==> src/rtl/dist_line_mover.sv <==
// Purpose: moves runs of whole 256-bit lines between data memory and a 32-bit valid/ready word stream.
// Latency: store = 8 accepted words + 1 strobe cycle (+ busy stall); load = strobe + capture (+ busy stall) then 8 transfers.
// Backpressure: s_in_ready is high only while filling; s_out holds its data until s_out_ready; strobes wait out mem_busy.
//
// Ports:
//   clk, reset              rising-edge clock, synchronous active-high reset
//   cmd_valid/ready/dir/block/count, done   command handshake and completion pulse
//   mem_busy                CPU port active; no line strobe is issued while high
//   dmem_addr/read/write/wdata/rdata        256-bit line port into data memory
//   s_in_valid/ready/data   store-direction words (stream -> memory)
//   s_out_valid/ready/data  load-direction words (memory -> stream)
module dist_line_mover #(
  parameter int BLOCK_BITS = 7,
  parameter int WORDS      = 8
) (
  input  logic                  clk,
  input  logic                  reset,
  input  logic                  cmd_valid,
  output logic                  cmd_ready,
  input  logic                  cmd_dir,
  input  logic [BLOCK_BITS-1:0] cmd_block,
  input  logic [7:0]            cmd_count,
  output logic                  done,
  input  logic                  mem_busy,
  output logic [31:0]           dmem_addr,
  output logic                  dmem_read,
  output logic                  dmem_write,
  output logic [32*WORDS-1:0]   dmem_wdata,
  input  logic [32*WORDS-1:0]   dmem_rdata,
  input  logic                  s_in_valid,
  output logic                  s_in_ready,
  input  logic [31:0]           s_in_data,
  output logic                  s_out_valid,
  input  logic                  s_out_ready,
  output logic [31:0]           s_out_data
);

  localparam int LINE_BITS = 32 * WORDS;
  localparam int WB        = (WORDS > 1) ? $clog2(WORDS) : 1;
  localparam logic [WB-1:0] LAST_W = WB'(WORDS - 1);

  typedef enum logic [2:0] {
    IDLE, FILL, WREQ, RREQ, RWAIT, DRAIN, FIN
  } state_t;

  state_t                state;
  logic [BLOCK_BITS-1:0] line_idx;
  logic [7:0]            remaining;
  logic [WB-1:0]         w;
  logic [LINE_BITS-1:0]  line_buf;

  // Byte address of a line: index in [BLOCK_BITS+4:5], everything else zero.
  function automatic logic [31:0] line_addr(input logic [BLOCK_BITS-1:0] idx);
    logic [31:0] a;
    a = '0;
    a[BLOCK_BITS+4:5] = idx;
    return a;
  endfunction

  always_ff @(posedge clk) begin
    if (reset) begin
      state       <= IDLE;
      line_idx    <= '0;
      remaining   <= '0;
      w           <= '0;
      line_buf    <= '0;
      cmd_ready   <= 1'b1;
      done        <= 1'b0;
      dmem_addr   <= '0;
      dmem_read   <= 1'b0;
      dmem_write  <= 1'b0;
      dmem_wdata  <= '0;
      s_in_ready  <= 1'b0;
      s_out_valid <= 1'b0;
      s_out_data  <= '0;
    end else begin
      // Strobes and done are single-cycle pulses.
      done       <= 1'b0;
      dmem_read  <= 1'b0;
      dmem_write <= 1'b0;

      case (state)
        IDLE: begin
          if (cmd_valid) begin
            line_idx  <= cmd_block;
            remaining <= cmd_count;
            w         <= '0;
            cmd_ready <= 1'b0;
            if (cmd_count == 8'd0) begin
              state <= FIN;
            end else if (cmd_dir) begin
              state      <= FILL;
              s_in_ready <= 1'b1;
            end else begin
              state <= RREQ;
            end
          end
        end

        FILL: begin
          if (s_in_valid && s_in_ready) begin
            line_buf[32*int'(w) +: 32] <= s_in_data;
            if (w == LAST_W) begin
              w          <= '0;
              s_in_ready <= 1'b0;
              state      <= WREQ;
            end else begin
              w <= w + 1'b1;
            end
          end
        end

        WREQ: begin
          if (!mem_busy) begin
            dmem_write <= 1'b1;
            dmem_addr  <= line_addr(line_idx);
            dmem_wdata <= line_buf;
            line_idx   <= line_idx + 1'b1;   // wraps modulo 2^BLOCK_BITS
            remaining  <= remaining - 8'd1;
            if (remaining == 8'd1) begin
              state <= FIN;
            end else begin
              state      <= FILL;
              w          <= '0;
              s_in_ready <= 1'b1;
            end
          end
        end

        RREQ: begin
          if (!mem_busy) begin
            dmem_read <= 1'b1;
            dmem_addr <= line_addr(line_idx);
            state     <= RWAIT;
          end
        end

        RWAIT: begin
          // First RWAIT cycle is the strobe cycle itself; memory returns the
          // line one cycle later, so capture only once the strobe has dropped.
          if (!dmem_read) begin
            line_buf    <= dmem_rdata;
            s_out_data  <= dmem_rdata[31:0];
            s_out_valid <= 1'b1;
            w           <= '0;
            state       <= DRAIN;
          end
        end

        DRAIN: begin
          if (s_out_valid && s_out_ready) begin
            if (w == LAST_W) begin
              w           <= '0;
              s_out_valid <= 1'b0;
              line_idx    <= line_idx + 1'b1;
              remaining   <= remaining - 8'd1;
              state       <= (remaining == 8'd1) ? FIN : RREQ;
            end else begin
              w          <= w + 1'b1;
              s_out_data <= line_buf[32*(int'(w)+1) +: 32];
            end
          end
        end

        FIN: begin
          done      <= 1'b1;
          cmd_ready <= 1'b1;
          state     <= IDLE;
        end

        default: begin
          state     <= IDLE;
          cmd_ready <= 1'b1;
        end
      endcase
    end
  end

endmodule

==> config.mk <==
export PLATFORM = sky130hd
export DESIGN_NAME = dist_line_mover
export DESIGN_NICKNAME = d
export VERILOG_FILES = /design/src/rtl/dist_line_mover.sv
export SDC_FILE = /design/constraint.sdc
export NUM_CORES = 1
export LEC_CHECK = 0
export BUFFER_PORTS_ARGS = -buffer_cell sky130_fd_sc_hd__buf_2
export CAP_MARGIN = 0
export CORE_AREA = 2 2 246 248
export DETAILED_ROUTE_END_ITERATION = 6
export DIE_AREA = 0 0 248 250
export HOLD_SLACK_MARGIN = 0.15
export PLACE_DENSITY = 0.68
export SYNTH_ARGS = -nofsm -noshare
export SYNTH_HDL_FRONTEND = slang
export SYNTH_SLANG_ARGS = --single-unit
==> constraint.sdc <==
create_clock -name clk -period 3.6 [get_ports clk]
set_input_delay 0.36 -clock clk [delete_from_list [all_inputs] [get_ports clk]]
set_output_delay 0.36 -clock clk [all_outputs]
set_load 0.02 [all_outputs]
==> summary.txt <==
Placed design
  – Worst slack, placed: approximately 0.67 ns
  – Post-DP Area: slightly below 0.03 mm2
  – Port bufs: 610
  – Global placer's final weighted congestion: approximately 0.95
  – HPWL Detailed: ~77 mm
  – Dpl cells: 4124

Global route
  – Congestion Overflow GR: 0
  – Initial antenna violation count: 18
  – Gr usage total: 33.9%
  – Number of global-route vias before repair: roughly 24k
  – Pin count of the biggest net entering global routing: 208
  – First-pass GRT wire length: 158 mm

Critical path
  – CP startpoint: w[1]
  – CP endpoint kind: flop
  – Setup Crit Path Kind: reg2reg
  – Cell depth of the worst flop-to-flop path: 8
  – Arr. time, crit path: 3.46 ns
  – Critical path required time: 4.11 ns
  – R2r setup slk: approximately 0.64 ns
  – Critical R2R Capture: line_buf[104]
  – Critical R2R Launch: w[1]
  – Largest fanout on the critical path: 62
  – Setup crit start kind: flop

Status
  – Status: finished, final reports clean

Synthesis
  – Count of cell types in the netlist: a little over 70
  – Synthesized cell area: between 0.02 and 0.03 mm2
  – Synthesized area per cell: between 8 and 9 um2
  – Yosys reg bits: 578
  – Post-synthesis cell count: 2977
  – Seq/Total Area, Yosys: between 40 and 50%
  – Post-synth top flop: dfxtp_1
  – Async SR Flop Fraction: 0%
  – YS warnings: 0
  – Number of synthesized flops with an enable pin: 0

Final layout
  – # fillers: 5439
  – Final Non-Filler Cells: 4421
  – Layout net count: between 3k and 4k
  – Share of layout cells above drive strength 1: 25.7%
  – Final instance area: 0.0334 mm2
  – Area growth syn-to-layout: 27.5%
  – Most frequent cells in the layout: 609 x buf_2, 575 x dfxtp_1, 535 x nand2_1, 410 x a21oi_1, 177 x nor2_1
  – Commonest non-fill, non-tap cell in the layout: buf_2

Floorplanning
  – Core area: around 0.060 mm2
  – Initial cell density of the core: a little over two fifths
  – Chip width: 248 um
  – # rows: 90
  – I/O pin cnt: ~640
  – Die height: 250 um
  – Full die area: 0.0620 mm2

Clocking
  – Max Buffers Root-to-Sink: 3
  – H-tree Lvls: 3
  – Worst-Skew Late Latency: just over 0.6 ns
  – Root buffer cell: clkbuf_16
  – CTS Buf Count: 67
  – Clk sink count: slightly below 600
  – Reg clk slew, reported paths: around 0.060 ns
  – CTS tree: yes

Pwr
  – Final Power: about 19000 uW
  – Pwr per Cell Area: approximately 560 mW/mm2
  – P_leak: 0.0124 uW
  – Max VDD drop: between 0.4 and 0.5 mV

STA
  – Tmin final: 2.96 ns
  – Setup violators final: 0
  – PnR worst setup slack: about 0.64 ns
  – Worst slew pin tran: around 1.3 ns
  – Tcrit/Tclk final: 82.1%
  – Layout Skew: between 0.02 and 0.025 ns
  – Final count of pins violating max slew: 0
  – Hold violation count in the final report: 0
  – RSZ-0062 raised after global routing: no
  – Achievable Freq: ~340 MHz
  – Worst slew margin: 12.5%
  – Final setup TNS: 0 ns

Detailed routing
  – Total number of vias: between 20k and 30k
  – DRC Markers: 0
  – Wire per inst: 24.8 um
  – Drt via density: between 5 and 6
  – Routed wire length: 110 mm
  – Initial DRC Count: 3233
  – 1st-pass router iterations: 6
  – ANT nets after route: 0

Min path
  – Hold path startpoint: dmem_rdata[42]
  – HP Class: in2reg
  – Endpoint with the worst hold slack: line_buf[42]
  – Worst hold stages: 3

Job
  – Max-Cap Viols: 0
[cell usage after synthesis, drive strengths merged (15+ instances only)]
cell type | count | share of area, %
a211oi | 261 | 9.1
or4 | 32 | 0.92
a21oi | 411 | 7.9
o21ai | 21 | 0.40
mux2i | 133 | 5.1
nand2 | 535 | 7.7
clkbuf | 187 | 2.7
nand3 | 15 | 0.29
dfxtp | 578 | 44
a221o | 30 | 1.1
mux4 | 32 | 2.8
o22ai | 96 | 2.3
nor2 | 179 | 2.6
nand2b | 69 | 1.6
buf | 141 | 3.5
a22oi | 127 | 3.6
[critical path, cell delays in order, from the launching register on]
cell	delay [ns]
dfxtp_4	0.44
inv_1	0.06
ha_1	0.20
ha_1	0.46
or4bb_1	0.57
a221oi_4	0.39
buf_12	0.34
nor2_1	0.09
a211oi_2	0.22
[sequential cells by signal (all words and copies together), names as in the netlist]
name,cells
line_idx,7
line_buf,256
dmem_write,1
s_out_valid,1
done,1
s_out_data,32
dmem_wdata,256
s_in_ready,1
state,3
dmem_addr,7
remaining,8
cmd_ready,1
dmem_read,1
w,3
[worst max path at each step]
stage	depth (start not counted)	slack, ns	endpoint
2_1_floorplan	11	0.39	line_buf[108]
3_3_place_gp	8	0.73	line_buf[9]
3_5_place_dp	7	0.67	line_buf[227]
4_1_cts	8	0.68	line_buf[17]
5_1_grt	8	0.52	line_buf[71]
6_report	8	0.64	line_buf[104]
[power breakdown]
group          switching [uW]  internal (uW)
Clock                    2860           4100
Combinational            3210           1510
Sequential                268           6680
Total                    6340          12300
[layer usage]
metal  GRT usage (%)  wire length, um
met2            47.8            45900
met3            6.83            12000
met1            49.8            47100
met4            14.4             4770
met5               0               46
[through the flow]
step                      hold slack, ns  util [%]
after CTS                          0.151      56.0
after global routing               0.169      56.0
after detailed placement           0.443      49.5
final                              0.171      56.0
after global placement             0.440      49.5
after floorplan                    0.432         -
[timing repair]
action | 4_1_cts | 5_1_grt
hold buffers | 162 | 0
buffers inserted | 0 | 0
endpoints found under the hold margin | 178 | 0
gates resized for setup | 0 | 0
endpoints found under the setup margin | 0 | 0
[cells by family after synthesis]
group,after synthesis,share of synthesized area (%)
other cells,1,0.0143
simple gates,898,15.1
fa+ha+maj,8,0.382
buf+inv,336,6.27
compound gates,991,26.2
mux,165,7.84
flops,578,44.2
[final cells by class]
cell class | instances | area [um2] | share of cell area, %
clock inverter | 29 | 295 | 0.885
antenna | 12 | 30.0 | 0.0900
sequential | 578 | 11600 | 34.7
inverter | 8 | 30.0 | 0.0900
timing repair buffer | 831 | 5380 | 16.1
clock buffer | 94 | 1950 | 5.84
multi-input combinational | 2087 | 13100 | 39.4
tap | 782 | 978 | 2.93
No activity file was read; power rests on OpenSTA's default activity.
